## src/rtl/game_move_sched.sv

```systemverilog
// Move scheduler: buffers direction commands and plays them into a game block as
// single-cycle pulses, holding the game's reset and collecting its win/dead/timeout outcome.
module game_move_sched #(
    parameter int FIFO_DEPTH = 4,
    parameter int MAX_MOVES  = 32,
    parameter int GAP        = 2
) (
    input  logic       clock,
    input  logic       R,
    input  logic       start,
    input  logic       cmd_valid,
    input  logic [1:0] cmd_dir,
    output logic       cmd_ready,
    output logic       game_R,
    output logic       n,
    output logic       s,
    output logic       e,
    output logic       w,
    input  logic       win,
    input  logic       d,
    output logic       busy,
    output logic       done,
    output logic [1:0] result,
    output logic [7:0] move_cnt
);

    localparam int PTR_W = (FIFO_DEPTH > 1) ? $clog2(FIFO_DEPTH) : 1;
    localparam int CNT_W = $clog2(FIFO_DEPTH + 1);
    localparam int GAP_W = (GAP > 1) ? $clog2(GAP) : 1;

    typedef enum logic [2:0] {
        IDLE     = 3'd0,
        RST_GAME = 3'd1,
        ISSUE    = 3'd2,
        WAIT     = 3'd3,
        DONE     = 3'd4
    } state_t;

    state_t             state;
    logic [1:0]         mem [FIFO_DEPTH];
    logic [PTR_W-1:0]   rd_ptr;
    logic [PTR_W-1:0]   wr_ptr;
    logic [CNT_W-1:0]   count;
    logic               rst_cnt;
    logic [GAP_W-1:0]   gap_cnt;
    logic               push;
    logic               pop;
    logic               fifo_empty;
    logic               at_limit;
    logic [1:0]         head;

    // Handshake: a command transfers on every rising edge where cmd_valid and
    // cmd_ready are both high; cmd_ready depends only on the registered count.
    assign cmd_ready  = (count < CNT_W'(FIFO_DEPTH));
    assign push       = cmd_valid & cmd_ready;
    assign fifo_empty = (count == '0);
    assign at_limit   = (move_cnt == 8'(MAX_MOVES));
    assign head       = mem[rd_ptr];
    assign pop        = (state == ISSUE) && !win && !d && !at_limit && !fifo_empty;

    assign game_R = (state == IDLE) || (state == RST_GAME);
    assign busy   = (state == RST_GAME) || (state == ISSUE) || (state == WAIT);
    assign done   = (state == DONE);

    // The pulse fires in the same ISSUE cycle that pops the command.
    always_comb begin
        n = 1'b0;
        s = 1'b0;
        e = 1'b0;
        w = 1'b0;
        if (pop) begin
            case (head)
                2'b00:   n = 1'b1;
                2'b01:   s = 1'b1;
                2'b10:   e = 1'b1;
                default: w = 1'b1;
            endcase
        end
    end

    always_ff @(posedge clock) begin
        if (push) begin
            mem[wr_ptr] <= cmd_dir;
        end
    end

    always_ff @(posedge clock or negedge R) begin
        if (!R) begin
            rd_ptr <= '0;
            wr_ptr <= '0;
            count  <= '0;
        end else begin
            if (push) begin
                wr_ptr <= wr_ptr + PTR_W'(1);
            end
            if (pop) begin
                rd_ptr <= rd_ptr + PTR_W'(1);
            end
            if (push && !pop) begin
                count <= count + CNT_W'(1);
            end else if (pop && !push) begin
                count <= count - CNT_W'(1);
            end
        end
    end

    always_ff @(posedge clock or negedge R) begin
        if (!R) begin
            state    <= IDLE;
            result   <= 2'b00;
            move_cnt <= 8'd0;
            rst_cnt  <= 1'b0;
            gap_cnt  <= '0;
        end else begin
            case (state)
                IDLE, DONE: begin
                    if (start) begin
                        state    <= RST_GAME;
                        move_cnt <= 8'd0;
                        result   <= 2'b00;
                        rst_cnt  <= 1'b0;
                    end
                end
                RST_GAME: begin
                    if (rst_cnt) begin
                        state <= ISSUE;
                    end else begin
                        rst_cnt <= 1'b1;
                    end
                end
                ISSUE: begin
                    if (win) begin
                        state  <= DONE;
                        result <= 2'b01;
                    end else if (d) begin
                        state  <= DONE;
                        result <= 2'b10;
                    end else if (at_limit) begin
                        state  <= DONE;
                        result <= 2'b11;
                    end else if (!fifo_empty) begin
                        move_cnt <= move_cnt + 8'd1;
                        gap_cnt  <= '0;
                        state    <= WAIT;
                    end
                end
                WAIT: begin
                    if (win) begin
                        state  <= DONE;
                        result <= 2'b01;
                    end else if (d) begin
                        state  <= DONE;
                        result <= 2'b10;
                    end else if (gap_cnt == GAP_W'(GAP - 1)) begin
                        state <= ISSUE;
                    end else begin
                        gap_cnt <= gap_cnt + GAP_W'(1);
                    end
                end
                default: state <= IDLE;
            endcase
        end
    end

endmodule

```

## config.mk

```make
export PLATFORM = sky130hd
export DESIGN_NAME = game_move_sched
export DESIGN_NICKNAME = d
export VERILOG_FILES = /design/src/rtl/game_move_sched.sv
export SDC_FILE = /design/constraint.sdc
export NUM_CORES = 1
export LEC_CHECK = 0
export CORE_MARGIN = 2
export CORE_UTILIZATION = 50
export CTS_BUF_LIST = sky130_fd_sc_hd__clkbuf_8
export CTS_CLUSTER_DIAMETER = 80
export DETAILED_ROUTE_END_ITERATION = 6
export MAX_ROUTING_LAYER = met4
export PLACE_DENSITY = 0.76
export SYNTH_ARGS = -nofsm -noshare
export SYNTH_HDL_FRONTEND = slang
export SYNTH_SLANG_ARGS = --single-unit
```

## constraint.sdc

```tcl
create_clock -name clock -period 5.1 [get_ports clock]
set_input_delay 1.02 -clock clock [delete_from_list [all_inputs] [get_ports clock]]
set_output_delay 1.02 -clock clock [all_outputs]
set_load 0.02 [all_outputs]
```

[Word-level counts from Yosys, hierarchy flattened]
Memory sizes are Yosys's and may differ from the RTL's.
Cells that the tools add are included.
Storage, ports and cells
  bits in registers: 22
  latch bits: 0
  memory bits (writable): 8
  memory bits (read-only): 0
  input port bits: 8
  output and inout bits: 18
  word-level logic and storage cells: 111
  memories: 1
Operators by class
  add/sub/neg operators: 6
  multiply operators: 0
  div/mod/pow operators: 0
  $lt $le $gt $ge: 1
  equality and inequality tests: 19
  shift-type cells: 0
  muxes and demuxes: 45
  bitwise logic cells: 1
  reduce and logical (&&, ||, !) cells: 30
Memories
  mem: words 4, bits a word 2, read ports 1, clocked after Yosys merged registers in 0, wr ports 1, RTL line 40  | logic [1:0] mem [FIFO_DEPTH];
Operator list (number)
  two-way mux 8 bit: 5
  two-way mux 3 bit: 11
  two-way mux 1 bit: 18
  inequality test 2 bit, second input constant: 8
  case mux 8 bit (2 select lines): 1
  two-way mux 2 bit: 6
  case mux 3 bit (4 select lines): 1
  adder 8 x 1 -> 8 bit, second input constant: 1
  == test 8 x 6 -> 1 bit, second input constant: 1
  inequality test 4 bit, second input constant: 2
  AND reduction 4 bit: 2
  nonzero test 2 bit: 4
  AND reduction 7 bit: 1
  == test 3 x 2 -> 1 bit, second input constant: 2
  logical AND 1 bit: 6
  zero test 1 bit: 6
  zero test 3 bit: 2
  case mux 2 bit (3 select lines): 1
  AND reduction 6 bit: 1
  inequality test 5 bit, second input constant: 1
  adder 2 x 1 -> 2 bit, second input constant: 2
  case mux 1 bit (2 select lines): 2
  adder 3 x 1 -> 3 bit, second input constant: 1
  == test 3 x 1 -> 1 bit, second input constant: 1
  14 further kinds: 16

[Depth between registers and ports, before layout]
  depth in word-level cells: 8
  gate-level depth with buffers: 12

[Worst setup path after synthesis]
OpenSTA, ideal clock, no wires.
  kind: input to output
  start: input port d
  end: output port n
  data arrival time: 2.748 ns
  path slack: 1.332 ns
  stages: 6
  path buffers: 1
  path through: or4b_1 buf_2 nor3_1 and2_1 inv_1 nor3_1
On the way
  cells in the longest elaborated chain, start to end: 5
Ends and longest elaborated chain
  start, declared: RTL line 20  | input logic d,
  zero test 1 bit: RTL line 59  | assign pop = (state == ISSUE) && !win && !d && !at_limit && !fifo_empty;
  logical AND 1 bit (3 in a row): RTL line 59
  two-way mux 1 bit: RTL line 71  | if (pop) begin
  end, declared: RTL line 15  | output logic n,
No other way between the ends.

[Worst setup path after layout]
  start: input port d
  end: output port s
On the way
  cells in the longest elaborated chain, start to end: 5
Ends and longest elaborated chain
  zero test 1 bit: RTL line 59
  logical AND 1 bit (3 in a row): RTL line 59
  two-way mux 1 bit: RTL line 71
  end, declared: RTL line 16  | output logic s,
No other way between the ends.

==> run metrics <==
compound-cell area share of the yosys netlist 8.17%; min Tclk post-route 4.51 ns; Ports 26; sequential share of the synthesized area 51.1%; Fillers 241; Clk Latency, worst-skew pair 0.29 ns; synth-to-layout area growth 22.7%; CP arrival 3.49 ns; ys flop type dfrtp_1; initial antenna violation count 0; asr flop ratio synth 73.3%; Post-Synth Adder-Cell Area 6.96%; Slew @ Worst Pin 0.982 ns; hold crit path type reg2reg; Cell Rows 20; Max Cap Violations 0; H-tree levels 2; total of warnings raised by yosys 0; grt met1 use 25.0%; Post-Synth Simple-Gate Area 18.7%; CTS Buf Count 5; Initial Util 51.5%; routing usage on met3 7.21%; vias in the first global route 1142; CTS Buffer Depth 2; share of layout cells above drive strength 1 7.65%; EDFF count, synth 8; number of port buffers 25; FF+latch area 791 um2; Rel. slew slack 34.3%; RSZ-0062 raised after global routing false; Pre-antenna DRT Iters 4; HPWL Detailed 2.26 mm; startpoint types input pin; WP data required 4.08 ns; DP Worst Slack 0.602 ns; Iter 0 DRT Violations 74; Die Ht 59.6 um; Mapped Area 1550 um2; Cells after Synth 141; Hold Violations, Final 0; total track usage 21.3%; Final ANT Viol Nets 0; Clk pin slew, worst setup/hold paths 0.07 ns; TNS Setup 0 ns; Design Power 907 uW; post-synthesis mux area share 5.66%; syn nets 157; Core ar. 3000 um2; width of the die 59.6 um; xor/xnor share of the synthesized area 5.10%; crit path cell chain clkdlybuf4s50_1 > or4b_1 > nor3_1 > and2_1 > inv_1 > nor3_1 > clkdlybuf4s50_1; Final Routed Wirelength 3.05 mm; # resized after CTS 0; post-synth top area share 35.6%; Mapped Avg Cell Area 11.0 um2; slowest stage delay, CP 0.65 ns; Distinct cells, synth 39; VDD IR max 0.000294 V; area of the multi-input gates 689 um2; CTS tree built; Slew Viols, Final 0; Leak 0.000788 uW; count of final setup violators 0; first-pass GRT wire length 5.20 mm; pin count of the biggest net entering global routing 23; #FFs+latches synth 30; slowest CP cell or4b_1; Worst Skew 0.00581 ns; fin nets 185; Pwr Density 478 nW/um2; Vias/cell 5.64; cts hold-fix bufs 0; Setup Buffers After CTS 0; Final Wtd Congestion 0.782; grt peak-use layer met2; grt total ovfl 0; M2 GR Usage 33.0%; Vias 1144; CP Max Fanout 8; WL/cell 15.0 um; largest family of logic cells by synthesized area simple AND/OR/NAND/NOR gates; most frequent cells in the layout 25 x clkdlybuf4s50_1, 22 x dfrtp_1, 11 x inv_1, 11 x nor2_1, 8 x edfxtp_1; Area after DPL 1820 um2; CTS Root Cell clkbuf_8; top post-synthesis cells by area dfrtp_1 36%, edfxtp_1 16%, ha_1 5.7%; post-route worst setup slack 0.593 ns; die footprint 3550 um2; # diodes 0; CTS sink cnt 30; run status finished clean; CP Class in2out; Worst setup EP type primary output; commonest non-fill, non-tap cell in the layout clkdlybuf4s50_1; Max Freq 222 MHz; # DRC 0; period utilisation layout 88.4%; final instance area 1900 um2; Synth area leader dfrtp_1
[layout make-up]
cell class,instances,share of cell area (%)
sequential,30,41.7
inverter,10,1.98
multi-input combinational,96,36.3
clock inverter,3,0.659
timing repair buffer,26,13.6
tap,33,2.18
clock buffer,5,3.63
[layer usage]
layer / up-vias / share of wire, %
li1: 548 / -
met4: 0 / 1.5
met2: 20 / 49
met3: 6 / 4.0
met1: 570 / 46
met5: - / 0
[registers in the layout, indices dropped and copies added (netlist names)]
signal,cells
state,3
wr_ptr,2
gap_cnt,1
rd_ptr,2
move_cnt,8
rst_cnt,1
count,3
result,2
mem,8
[logic make-up after synthesis]
kind of cell,after synthesis
simple gates,53
flops,30
compound gates,20
buf+inv,15
xor+xnor,9
fa+ha+maj,8
mux,6
[critical path, delay by kind of cell]
kind | cells | cell delay (ns)
AND/OR/NAND/NOR | 4 | 1.31
buffers and inverters | 3 | 1.16
[cells in the mapped netlist (3+ instances only)]
library cell  instances
dfrtp_1              22
nor2_1               11
inv_1                10
edfxtp_1              8
ha_1                  7
nand2_1               7
xnor2_1               7
a21oi_1               6
and2_1                6
nand3_1               6
o21ai_0               6
nor3_1                4
nor4_1                3
o31ai_1               3
[per-stage QoR]
| step | hold WS (ns) | std cells | util (%) |
|---|---|---|---|
| global placement | 0.490 | 195 | 60.5 |
| global route | 0.532 | 203 | 63.2 |
| detailed placement | 0.498 | 195 | 60.5 |
| CTS | 0.519 | 203 | 63.2 |
| floorplan | 0.462 | 141 | - |
| finish | 0.525 | 203 | 63.2 |
[worst paths after layout]
path / cells past startpoint / endpoint / slack, ns / startpoint
worst min register to register: 2 / gap_cnt$_DFFE_PN0P_ / 0.52 / gap_cnt$_DFFE_PN0P_
worst max register to register: 12 / count[2]$_DFFE_PN0P_ / 2.06 / move_cnt[0]$_DFFE_PN0P_
worst min-delay path: 2 / gap_cnt$_DFFE_PN0P_ / 0.52 / gap_cnt$_DFFE_PN0P_
worst max-delay path: 7 / s / 0.59 / d
min in group asynchronous: 1 / move_cnt[1]$_DFFE_PN0P_ / 1.28 / R
max in group asynchronous: 1 / wr_ptr[0]$_DFFE_PN0P_ / 3.22 / R
[power breakdown]
group / total (uW) / internal [uW] / switching (uW)
registers: 387 / 312 / 74.9
clock network: 180 / 91.5 / 88.9
logic: 339 / 165 / 174
total: 907 / 569 / 338
Note: power is estimated with default switching activity, not from simulation.
